$ cat src/rtl/branch_redirect_ctrl.sv
// Execute-stage branch/jump resolver: issues a registered one-cycle PC redirect,
// flushes wrong-path IF/ID and ID/EX for flush_cycles unstalled cycles, and keeps branch statistics.
module branch_redirect_ctrl #(
  parameter int len          = 32,
  parameter int flush_cycles = 1,
  parameter int cnt_len      = 16
) (
  input  logic               i_clk,
  input  logic               i_rst_n,
  input  logic               i_valid,
  input  logic               i_stall,
  input  logic               i_branch,
  input  logic               i_branch_ne,
  input  logic               i_jump,
  input  logic               i_jump_reg,
  input  logic               i_zero,
  input  logic [len-1:0]     i_branch_target,
  input  logic [len-1:0]     i_jump_target,
  input  logic [len-1:0]     i_reg_target,
  input  logic               i_cnt_clear,
  output logic               o_redirect,
  output logic [len-1:0]     o_pc_target,
  output logic               o_flush_if_id,
  output logic               o_flush_id_ex,
  output logic               o_busy,
  output logic [cnt_len-1:0] o_branch_count,
  output logic [cnt_len-1:0] o_taken_count
);

  if (flush_cycles < 1 || flush_cycles > 3) begin : g_bad_flush_cycles
    $error("flush_cycles must be in 1..3");
  end

  typedef enum logic {IDLE, FLUSH} state_t;

  localparam logic [1:0] FLUSH_INIT = 2'(flush_cycles);

  state_t             state_p1, state_nxt;
  logic [1:0]         flush_cnt_p1, flush_cnt_nxt;
  logic               redirect_p1, redirect_nxt;
  logic               flush_p1, flush_nxt;
  logic [len-1:0]     pc_target_p1, pc_target_nxt;
  logic [cnt_len-1:0] branch_cnt_p1, branch_cnt_nxt;
  logic [cnt_len-1:0] taken_cnt_p1, taken_cnt_nxt;

  logic               res_p0;
  logic               taken_p0;
  logic               cond_br_p0;
  logic [len-1:0]     target_p0;

  function automatic logic [cnt_len-1:0] sat_inc(input logic [cnt_len-1:0] v);
    sat_inc = (&v) ? v : v + cnt_len'(1);
  endfunction

  // p0: resolve the EX instruction (only while IDLE and not frozen)
  always_comb begin
    res_p0     = i_valid & ~i_stall & (state_p1 == IDLE);
    cond_br_p0 = i_branch | i_branch_ne;
    taken_p0   = res_p0 & (i_jump_reg | i_jump |
                           (i_branch & i_zero) | (i_branch_ne & ~i_zero));
    if (i_jump_reg)
      target_p0 = i_reg_target;
    else if (i_jump)
      target_p0 = i_jump_target;
    else
      target_p0 = i_branch_target;
  end

  always_ff @(posedge i_clk or negedge i_rst_n) begin
    if (!i_rst_n) begin
      state_p1     <= IDLE;
      flush_cnt_p1 <= 2'd0;
    end else begin
      state_p1     <= state_nxt;
      flush_cnt_p1 <= flush_cnt_nxt;
    end
  end

  always_comb begin
    state_nxt     = state_p1;
    flush_cnt_nxt = flush_cnt_p1;
    case (state_p1)
      IDLE: begin
        if (taken_p0) begin
          state_nxt     = FLUSH;
          flush_cnt_nxt = FLUSH_INIT;
        end
      end
      FLUSH: begin
        if (!i_stall) begin
          flush_cnt_nxt = flush_cnt_p1 - 2'd1;
          if (flush_cnt_p1 == 2'd1)
            state_nxt = IDLE;
        end
      end
      default: begin
        state_nxt     = IDLE;
        flush_cnt_nxt = 2'd0;
      end
    endcase
  end

  // Next values of the registered outputs; redirect can only fire out of IDLE, so it never repeats
  always_comb begin
    redirect_nxt   = (state_p1 == IDLE) & taken_p0;
    flush_nxt      = (state_nxt == FLUSH);
    pc_target_nxt  = taken_p0 ? target_p0 : pc_target_p1;
    branch_cnt_nxt = branch_cnt_p1;
    taken_cnt_nxt  = taken_cnt_p1;
    if (i_cnt_clear) begin
      branch_cnt_nxt = '0;
      taken_cnt_nxt  = '0;
    end else begin
      if (res_p0 & cond_br_p0)
        branch_cnt_nxt = sat_inc(branch_cnt_p1);
      if (taken_p0)
        taken_cnt_nxt = sat_inc(taken_cnt_p1);
    end
  end

  // p1: registered outputs
  always_ff @(posedge i_clk or negedge i_rst_n) begin
    if (!i_rst_n) begin
      redirect_p1   <= 1'b0;
      flush_p1      <= 1'b0;
      pc_target_p1  <= '0;
      branch_cnt_p1 <= '0;
      taken_cnt_p1  <= '0;
    end else begin
      redirect_p1   <= redirect_nxt;
      flush_p1      <= flush_nxt;
      pc_target_p1  <= pc_target_nxt;
      branch_cnt_p1 <= branch_cnt_nxt;
      taken_cnt_p1  <= taken_cnt_nxt;
    end
  end

  assign o_redirect     = redirect_p1;
  assign o_pc_target    = pc_target_p1;
  assign o_flush_if_id  = flush_p1;
  assign o_flush_id_ex  = flush_p1;
  assign o_busy         = (state_p1 == FLUSH);
  assign o_branch_count = branch_cnt_p1;
  assign o_taken_count  = taken_cnt_p1;

endmodule

$ cat config.mk
export PLATFORM = sky130hd
export DESIGN_NAME = branch_redirect_ctrl
export DESIGN_NICKNAME = d
export VERILOG_FILES = /design/src/rtl/branch_redirect_ctrl.sv
export SDC_FILE = /design/constraint.sdc
export NUM_CORES = 1
export LEC_CHECK = 0
export ABC_AREA = 1
export CORE_MARGIN = 2
export CORE_UTILIZATION = 43
export DETAILED_ROUTE_END_ITERATION = 10
export MAX_ROUTING_LAYER = met4
export PLACE_DENSITY = 0.81
export SYNTH_ARGS = -nofsm -noshare
export SYNTH_HDL_FRONTEND = slang
export SYNTH_SLANG_ARGS = --single-unit
export TNS_END_PERCENT = 10
$ cat constraint.sdc
create_clock -name i_clk -period 2 [get_ports i_clk]
set_input_delay 0.2 -clock i_clk [delete_from_list [all_inputs] [get_ports i_clk]]
set_output_delay 0.2 -clock i_clk [all_outputs]
set_load 0.02 [all_outputs]
==> metrics <==
final WL about 11000 um; cell-by-cell trace of the critical path ha_1 -> nand2_2 -> nor2_4 -> nand2_2 -> nor2_2 -> nand2_1 -> nand2_4 -> nand2_1 -> o21ai_2; ranking of synthesized cells by area dfrtp_1 (42%), nand2_1 (15%), o21ai_0 (9.4%); layout-stage area growth over the synthesis result 49.4%; CTS sink cnt 68; grt met3 use 5.87%; startpoint type of the worst setup path register; number of nets with antenna violations after detailed routing 0; CTS clock-pin slew for the worst setup and hold paths around 70 ps; Setup TNS 0 ps; Wirelength per Cell around 13 um; family with the most delay on the worst path simple AND/OR/NAND/NOR gates; # diodes 0; overall die area 10300 um2; depth of the CTS H-tree 3; maximum fanout along the worst path 21; top-level port count about 170; number of flops mapped to enable cells by yosys 0; placer's final routability congestion estimate about 0.96; type of the worst setup path reg -> reg; Worst EP required around 2300 ps; mean area per synthesized cell about 7.5 um2; crit path time final 1720 ps; overflow left after global routing 0; post-CTS setup-driven buffer insertion count 0; number of antenna violations at the first check in global routing 0; clock tree from TritonCTS done; number of maximum-capacitance constraint violations 0; largest area contributor in the netlist dfrtp_1; Total Nets Final roughly 820; Most Used Layer, Global Route met2; Cell Area, Synth 4090 um2; RSZ-0062 raised after global routing false; outcome completed; post-route standard cell area excluding fillers a little over 6000 um2; worst vdd rail ir drop 0.000490 V; Least-Margin Pin Slew 540 ps; Gate Count Post-Synth roughly 540; core area 9240 um2; DR vias/cell 4.93; row cnt 35; combined global-route utilization of all metal layers 22.2%; number of buffers created by CTS 9; DR DRC count 0; Synth Net Count 653; Worst Hold Slack 314 ps; number of search-and-repair iterations in the first detailed-routing pass 4; area share of the leading cell type in the synthesized netlist about two fifths; DIE HEIGHT 102 um; fraction of met2 tracks used by global routing a little over a third; maximum count of clock buffers along a single path 2; insertion delay of the later-clocked pin in the worst-skew pair ~350 ps; Async SR Flop Fraction between 90% and 100%; Setup violations, final 0; Die X-Extent about 100 um; wire length of the first global-routing pass between 15000 and 20000 um; share of layout cells above drive strength 1 about 6%; power density of the placed cells 847 nW/um2; Critical Path End Type register; buffers plus inverters on the worst setup path 0; final worst path period share a little under nine tenths; vias in the first global route a little under 4000; final hold viol count 0; count of port buffers added during placement between 150 and 200; static leakage power 0.00274 uW; data arrival time at the worst-slack endpoint 1990 ps; total placed instance area between 5000 and 6000 um2; Unique masters post-synth 26; DP HPWL 8450 um; post-synthesis sequential element count 68; Global Route met1 Usage approximately a quarter; sequential element share of the synthesized area between 40 and 50%; pin count of the biggest net entering global routing just under 70; fmax around 580 MHz; CP peak stage delay 410 ps; Filler Cell Count a little under 800; cell type of the slowest stage on the worst timing path dfrtp_1; type of the most critical hold path in -> reg; violation count after the first detailed-route iteration between 100 and 150; root buffer selected by CTS clkbuf_8; ys flop type dfrtp_1; synthesis warning total 0; effective utilization at floorplan between 40% and 50%; via count around 4200; Slew headroom a little under two thirds; Slew Viols, Final 0; worst-case clock skew roughly 10 ps
[layout by cell type, fill, tap and decap left out, drive strengths merged, types with 6 or more instances in the layout]
master	n
dfrtp	68
o21bai	6
nand2	171
buf	11
o21ai	95
xor2	10
clkdlybuf4s50	170
nand3	27
inv	56
clkbuf	15
nor2	38
mux2i	32
nand4	6
[worst register-to-register path, cell delays in order (launching register included)]
cell and delay (ps):
dfrtp_1 410, ha_1 230, nand2_2 100, nor2_4 150, nand2_2 100, nor2_2 140, nand2_1 90, nand2_4 230
nand2_1 140, o21ai_2 80
[stage by stage]
stage / util [%] / setup slack, ps / std cells / power [uW]
6_report: 66.2 / 277 / 846 / 5180
4_1_cts: 66.1 / 110 / 846 / 5250
2_1_floorplan: - / 396 / 544 / 3000
5_1_grt: 66.2 / 105 / 846 / 5480
3_5_place_dp: 64.0 / 76.1 / 829 / 4180
3_3_place_gp: 64.0 / 170 / 829 / 4120
[area by class of cell]
| type | instances | area (um2) | area share [%] |
|---|---|---|---|
| clock buffer | 15 | 176 | 2.89 |
| clock inverter | 1 | 5.00 | 0.0818 |
| inverter | 57 | 214 | 3.50 |
| multi-input combinational | 394 | 2040 | 33.4 |
| sequential | 68 | 1700 | 27.8 |
| tap | 129 | 161 | 2.64 |
| timing repair buffer | 182 | 1810 | 29.6 |
[repair_timing]
item,4_1_cts,5_1_grt
resized for setup,0,1
hold buffers,1,0
hold endpoints to repair,68,0
setup endpoints to repair,0,9
[logic make-up (layout without fill, tap and decap cells)]
family	count (synthesis)	count (layout)	synth area share, %
simple gates	244	244	24.6
compound gates	102	102	13.6
buf+inv	82	255	8.65
flops	68	68	41.6
mux	32	32	7.83
xor+xnor	13	13	2.78
fa+ha+maj	3	3	0.917
[flip-flops by register name, indices dropped and copies added, names as in the netlist]
register / cells
flush_cnt_p1: 2
o_branch_count: 16
o_flush_id_ex: 1
o_pc_target: 32
o_redirect: 1
o_taken_count: 16
[where the power goes]
part / total (uW) / internal, uW / switching (uW)
clock network: 1050 / 552 / 493
logic: 2150 / 1060 / 1100
registers: 1980 / 1750 / 236
total: 5180 / 3350 / 1830
[cells in the mapped netlist, types with 2 or more instances]
master / number
inv_1: 56
xor2_1: 10
nor2_4: 2
dfrtp_1: 68
nand2_1: 165
buf_4: 4
nand2_2: 6
nand3_1: 26
o21ai_0: 77
nor2_1: 35
xnor2_1: 3
buf_2: 13
o21ai_2: 8
o21bai_1: 6
clkbuf_1: 6
nand4_1: 6
o21ai_1: 10
mux2i_1: 32
buf_6: 2
ha_1: 3
[layer usage]
layer  vias to the layer above  routed length [um]
met5                         -                   0
met4                         0                 318
met3                        30                 774
met2                       173                5370
met1                      1886                4410
li1                       2086                   -
[final timing paths]
path	startpoint	to	slack [ps]	cells after the start
min in group asynchronous	i_rst_n	o_branch_count[13]$_DFFE_PN0P_	380	3
max in group asynchronous	i_rst_n	o_branch_count[1]$_DFFE_PN0P_	1290	3
worst min-delay path	i_jump	o_pc_target[23]$_DFFE_PN0P_	310	5
worst min register to register	o_pc_target[2]$_DFFE_PN0P_	o_pc_target[2]$_DFFE_PN0P_	490	2
worst max register to register	o_branch_count[1]$_DFFE_PN0P_	o_branch_count[12]$_DFFE_PN0P_	280	9
worst max-delay path	o_branch_count[1]$_DFFE_PN0P_	o_branch_count[12]$_DFFE_PN0P_	280	9
Note: power is estimated with default switching activity, not from simulation.
==> patch 1, RTL diff (config.mk and constraints unchanged) <==
Register the output `o_branch_count` once more, without a reset; this adds one clock of latency there. The other outputs are not delayed to match.
--- a/src/rtl/branch_redirect_ctrl.sv
+++ b/src/rtl/branch_redirect_ctrl.sv
@@ -140,7 +140,9 @@
   assign o_flush_if_id  = flush_p1;
   assign o_flush_id_ex  = flush_p1;
   assign o_busy         = (state_p1 == FLUSH);
-  assign o_branch_count = branch_cnt_p1;
+  always_ff @(posedge i_clk) begin
+    o_branch_count <= branch_cnt_p1;
+  end
   assign o_taken_count  = taken_cnt_p1;
 
 endmodule
Formal check against the unedited RTL: not equivalent (a bounded check fails within 4 cycles, from zero or initial values and one cycle with i_rst_n low).
==> patch 1 against the original RTL <==
- power increased by 9.2%
- sequential cell count increased by 16
- worst setup slack got worse by 29 ps
- synthesized area increased by 8.7%
- non-clock buffer count increased by 2
- via count increased by 4.1%
- routed wire length increased by 9.2%
- core utilization decreased by 2.4 points
- final area increased by 6.3%
==> patch 1: results <==
group,metric,value,unit
yosys,synthTopCellsByCount,"178 x sky130_fd_sc_hd__nand2_1, 74 x sky130_fd_sc_hd__o21ai_0, 68 x sky130_fd_sc_hd__dfrtp_1",
yosys,synth.top_cells.by_area,"sky130_fd_sc_hd__dfrtp_1 38%, sky130_fd_sc_hd__nand2_1 15%, sky130_fd_sc_hd__o21ai_0 8.3%",
yosys,post_synth.cell_area_avg,7.80,µm²
sta,timing.slew.headroom,0.649,
yosys,post_synth_fa_ha_maj_area_fraction,0.00844,
placed_design,detailedPlace.worstSlack,157,ps
routing,wl_final,11900,µm
routing,avgViaCountPerCell,4.93,
yosys,yosys_warnings,0,
routing,drt_pre_antenna_iters,5,
placed_design,dpl_cell_area,6280,µm²
grt,first_global_vias,4274,
placed_design,place_congestion,0.935,
placed_design,numPortBuffers,173,
routing,first_iter_violations,170,
yosys,synth_xor_xnor_area_share,0.0295,
power_and_ir_drop,vdd_ir_drop_max,0.561,mV
sta,clock_skew,10.7,ps
grt,total_routing_usage_reported_by_global_routing,0.227,
yosys,postSynth.asyncResetShare,0.810,
clocking,cts_buffer_depth,2,
cells_and_area,finalNetCount,850,
grt,grt_pass1_wl,19600,µm
critical_path,timing.critical_path.fanout_max,23,
power_and_ir_drop,static-leakage-power,2.93,nW
yosys,postSynthNetCount,679,
cells_and_area,layout.cells.non_filler,882,
yosys,synth_seq_area_share,0.455,
placed_design,numPlacedInstances,865,
yosys,synth_mux_area_frac,0.0720,
cells_and_area,drive_above_1_share,0.0657,
run_status,run_status,"completed",
clocking,clkSlewWorstSetupHoldPaths,90,ps
yosys,synth_compound_area_frac,0.104,
placed_design,final_hpwl_dp,9170,µm
clocking,clkLatencyLatePin,360,ps
yosys,number_of_distinct_library_cells_after_synthesis,28,
[patch 1: cell type report]
cell class                      instances  area, µm²
Tap cell                              136        170
Clock inverter                          5       42.5
Multi-Input combinational cell        405       2070
Inverter                               57        214
Timing Repair Buffer                  184       1810
Sequential cell                        84       2020
Fill cell                             896       3690
Clock buffer                           11        163
[patch 1: repair_timing]
action	4_1_cts	5_1_grt
hold endpoints to repair	68	0
resized for setup	0	1
hold buffers	1	0
setup endpoints to repair	0	3
[patch 1: cell families (layout without fill, tap and decap cells)]
logic type / after synthesis / in the layout
simple gates: 267 / 267
compound gates: 88 / 88
flops: 84 / 84
buf+inv: 81 / 257
mux: 32 / 32
xor+xnor: 15 / 15
fa+ha+maj: 3 / 3
[patch 1: worst paths after layout]
| check | from | to | slack, ps | cells past startpoint |
|---|---|---|---|---|
| worst max-delay path | branch_cnt_p1[0] | branch_cnt_p1[8] | 250 | 10 |
| worst max register to register | branch_cnt_p1[0] | branch_cnt_p1[8] | 250 | 10 |
| worst min register to register | branch_cnt_p1[1] | o_branch_count[1] | 470 | 0 |
| min in group asynchronous | i_rst_n | o_pc_target[28] | 400 | 3 |
| worst min-delay path | i_jump | o_redirect | 390 | 5 |
| max in group asynchronous | i_rst_n | o_pc_target[15] | 1290 | 3 |
[patch 1: report_power, final]
group          internal (mW)  leakage, nW  switching (mW)  total (mW)
clock                  0.572        0.101           0.633        1.20
combinational           1.05         1.81            1.10        2.15
sequential              2.07         1.02           0.232        2.30
total                   3.69         2.93            1.97        5.66
[patch 1: routing by layer]
layer / GRT usage / wire [µm]
met5: - / 0
met4: 0.0789 / 311
met3: 0.0550 / 594
met2: 0.397 / 6140
met1: 0.252 / 4820
==> patch 2, RTL diff (config.mk and constraints unchanged) <==
Made on the original files. `cnt_len`: 16 -> 32.
--- a/src/rtl/branch_redirect_ctrl.sv
+++ b/src/rtl/branch_redirect_ctrl.sv
@@ -3,7 +3,7 @@
 module branch_redirect_ctrl #(
   parameter int len          = 32,
   parameter int flush_cycles = 1,
-  parameter int cnt_len      = 16
+  parameter int cnt_len      = 32
 ) (
   input  logic               i_clk,
   input  logic               i_rst_n,
Ports: changed (resized o_branch_count and o_taken_count); port bits go from 174 to 206. The function was not compared with the original's and may differ.
==> patch 2 against the original RTL <==
- routed wire length grew 76%
- largest cell class unchanged
- clock power grew 84%
- synthesized area grew 56%
- clock skew is essentially flat
- final cell count grew 54%
- power grew 32%
- sequential cell count grew 32
- final area grew 48%
- worst setup slack lost 110 ps
==> patch 2: results <==
group,metric,value,unit
run_status,run_status,"completed",
grt,grt_max_degree,67,
power_and_ir_drop,static-leakage-power,3.79,nW
routing,wl_per_cell,14.6,µm
yosys,synth_seq_area_share,0.391,
run,max_cap_violations,0,
routing,avgViaCountPerCell,5.02,
cells_and_area,drive_above_1_share,0.0632,
routing,first_iter_violations,439,
yosys,synth_ff_type,"sky130_fd_sc_hd__dfrtp_1",
sta,timing.slew.headroom,0.624,
placed_design,place_congestion,0.928,
grt,total_routing_usage_reported_by_global_routing,0.244,
clocking,cts_buf_count,9,
yosys,synth_compound_area_frac,0.111,
yosys,yosys_warnings,0,
cells_and_area,fill_cells,1285,
sta,clock_skew,10.0,ps
yosys,synth_mux_area_frac,0.0501,
clocking,cts_root_buffer,"sky130_fd_sc_hd__clkbuf_16",
hold_path,hp-class,"in2async",
placed_design,final_hpwl_dp,14500,µm
clocking,clkSlewWorstSetupHoldPaths,70,ps
yosys,postSynth.asyncResetShare,1.00,
critical_path,timing.critical_path.fanout_max,42,
yosys,synthTopCellsByCount,"342 x sky130_fd_sc_hd__nand2_1, 113 x sky130_fd_sc_hd__nor2_1, 100 x sky130_fd_sc_hd__dfrtp_1",
power_and_ir_drop,internal-power,4.62,mW
yosys,postSynthNetCount,1019,
grt,grt_pass1_wl,30600,µm
critical_path,slowest_delay,400,ps
critical_path,critical-path-slowest-cell,"sky130_fd_sc_hd__dfrtp_1",
placed_design,numPortBuffers,205,
power_and_ir_drop,vdd_ir_drop_max,0.335,mV
yosys,post_synth_fa_ha_maj_area_fraction,0.00587,
placed_design,detailedPlace.worstSlack,2.94,ps
grt,first_global_vias,6131,
grt,grt_antenna_before_repair,0,
yosys,synth_xor_xnor_area_share,0.0247,
cells_and_area,finalNetCount,1227,
yosys,synth.top_cells.by_area,"sky130_fd_sc_hd__dfrtp_1 39%, sky130_fd_sc_hd__nand2_1 20%, sky130_fd_sc_hd__nor2_1 6.6%",
critical_path,cpLargestDelayFamily,"simple AND/OR/NAND/NOR gates",
yosys,number_of_distinct_library_cells_after_synthesis,32,
-- patch 2: power by group through the flow --
| stage | clock, mW | sequential (mW) | combinational [mW] |
|---|---|---|---|
| floorplan | 0 | 3.06 | 0.654 |
| global route | 2.05 | 2.65 | 2.46 |
| CTS | 1.96 | 2.61 | 2.32 |
| detailed placement | 0 | 2.65 | 2.30 |
| global placement | 0 | 2.64 | 2.27 |
| finish | 1.93 | 2.61 | 2.29 |
-- patch 2: final timing paths --
check                                endpoint  cells after the start             start  slack, ps
max                         o_taken_count[20]                     10  o_taken_count[1]        170
min                           o_pc_target[10]                      2           i_rst_n        370
max reg2reg                 o_taken_count[20]                     10  o_taken_count[1]        170
min reg2reg                   o_pc_target[23]                      2   o_pc_target[23]        490
max in group asynchronous  o_branch_count[20]                      3           i_rst_n       1060
min in group i_clk                 o_redirect                      5        i_jump_reg        380
-- patch 2: logic make-up (layout without fill, tap and decap cells) --
kind of cell,after synthesis,in the layout
compound gates,123,123
xor+xnor,18,18
fa+ha+maj,3,3
buf+inv,93,306
flops,100,100
mux,32,32
simple gates,541,541
-- patch 2: per-stage QoR --
step           instance area, µm²  instances
3_5_place_dp                 8700       1288
6_report                     9070       1307
4_1_cts                      9040       1305
5_1_grt                      9070       1307
3_3_place_gp                 8700       1288
2_1_floorplan                6390        910
-- patch 2: timing repair --
action	in CTS	in global routing
hold endpoints to repair	33	0
setup buffers	0	2
hold buffers	1	0
setup endpoints to repair	0	36
resized for setup	0	3
-- patch 2: cell type report --
| class | instances | share of cell area |
|---|---|---|
| multi-input cells | 717 | 0.383 |
| flip-flops and latches | 100 | 0.276 |
| repair buffers | 231 | 0.255 |
| clock buffers | 11 | 0.0268 |
| well taps | 184 | 0.0254 |
| inverters | 59 | 0.0244 |
| clock inverters | 5 | 0.00938 |
-- patch 2: layer usage --
metal	vias up	routed length, µm	GRT usage	part of all wire
met4	0	346	0.0769	0.018
li1	3327	-	-	-
met2	218	9340	0.411	0.49
met3	25	1140	0.0416	0.059
met5	-	0	-	0
met1	2997	8310	0.301	0.43
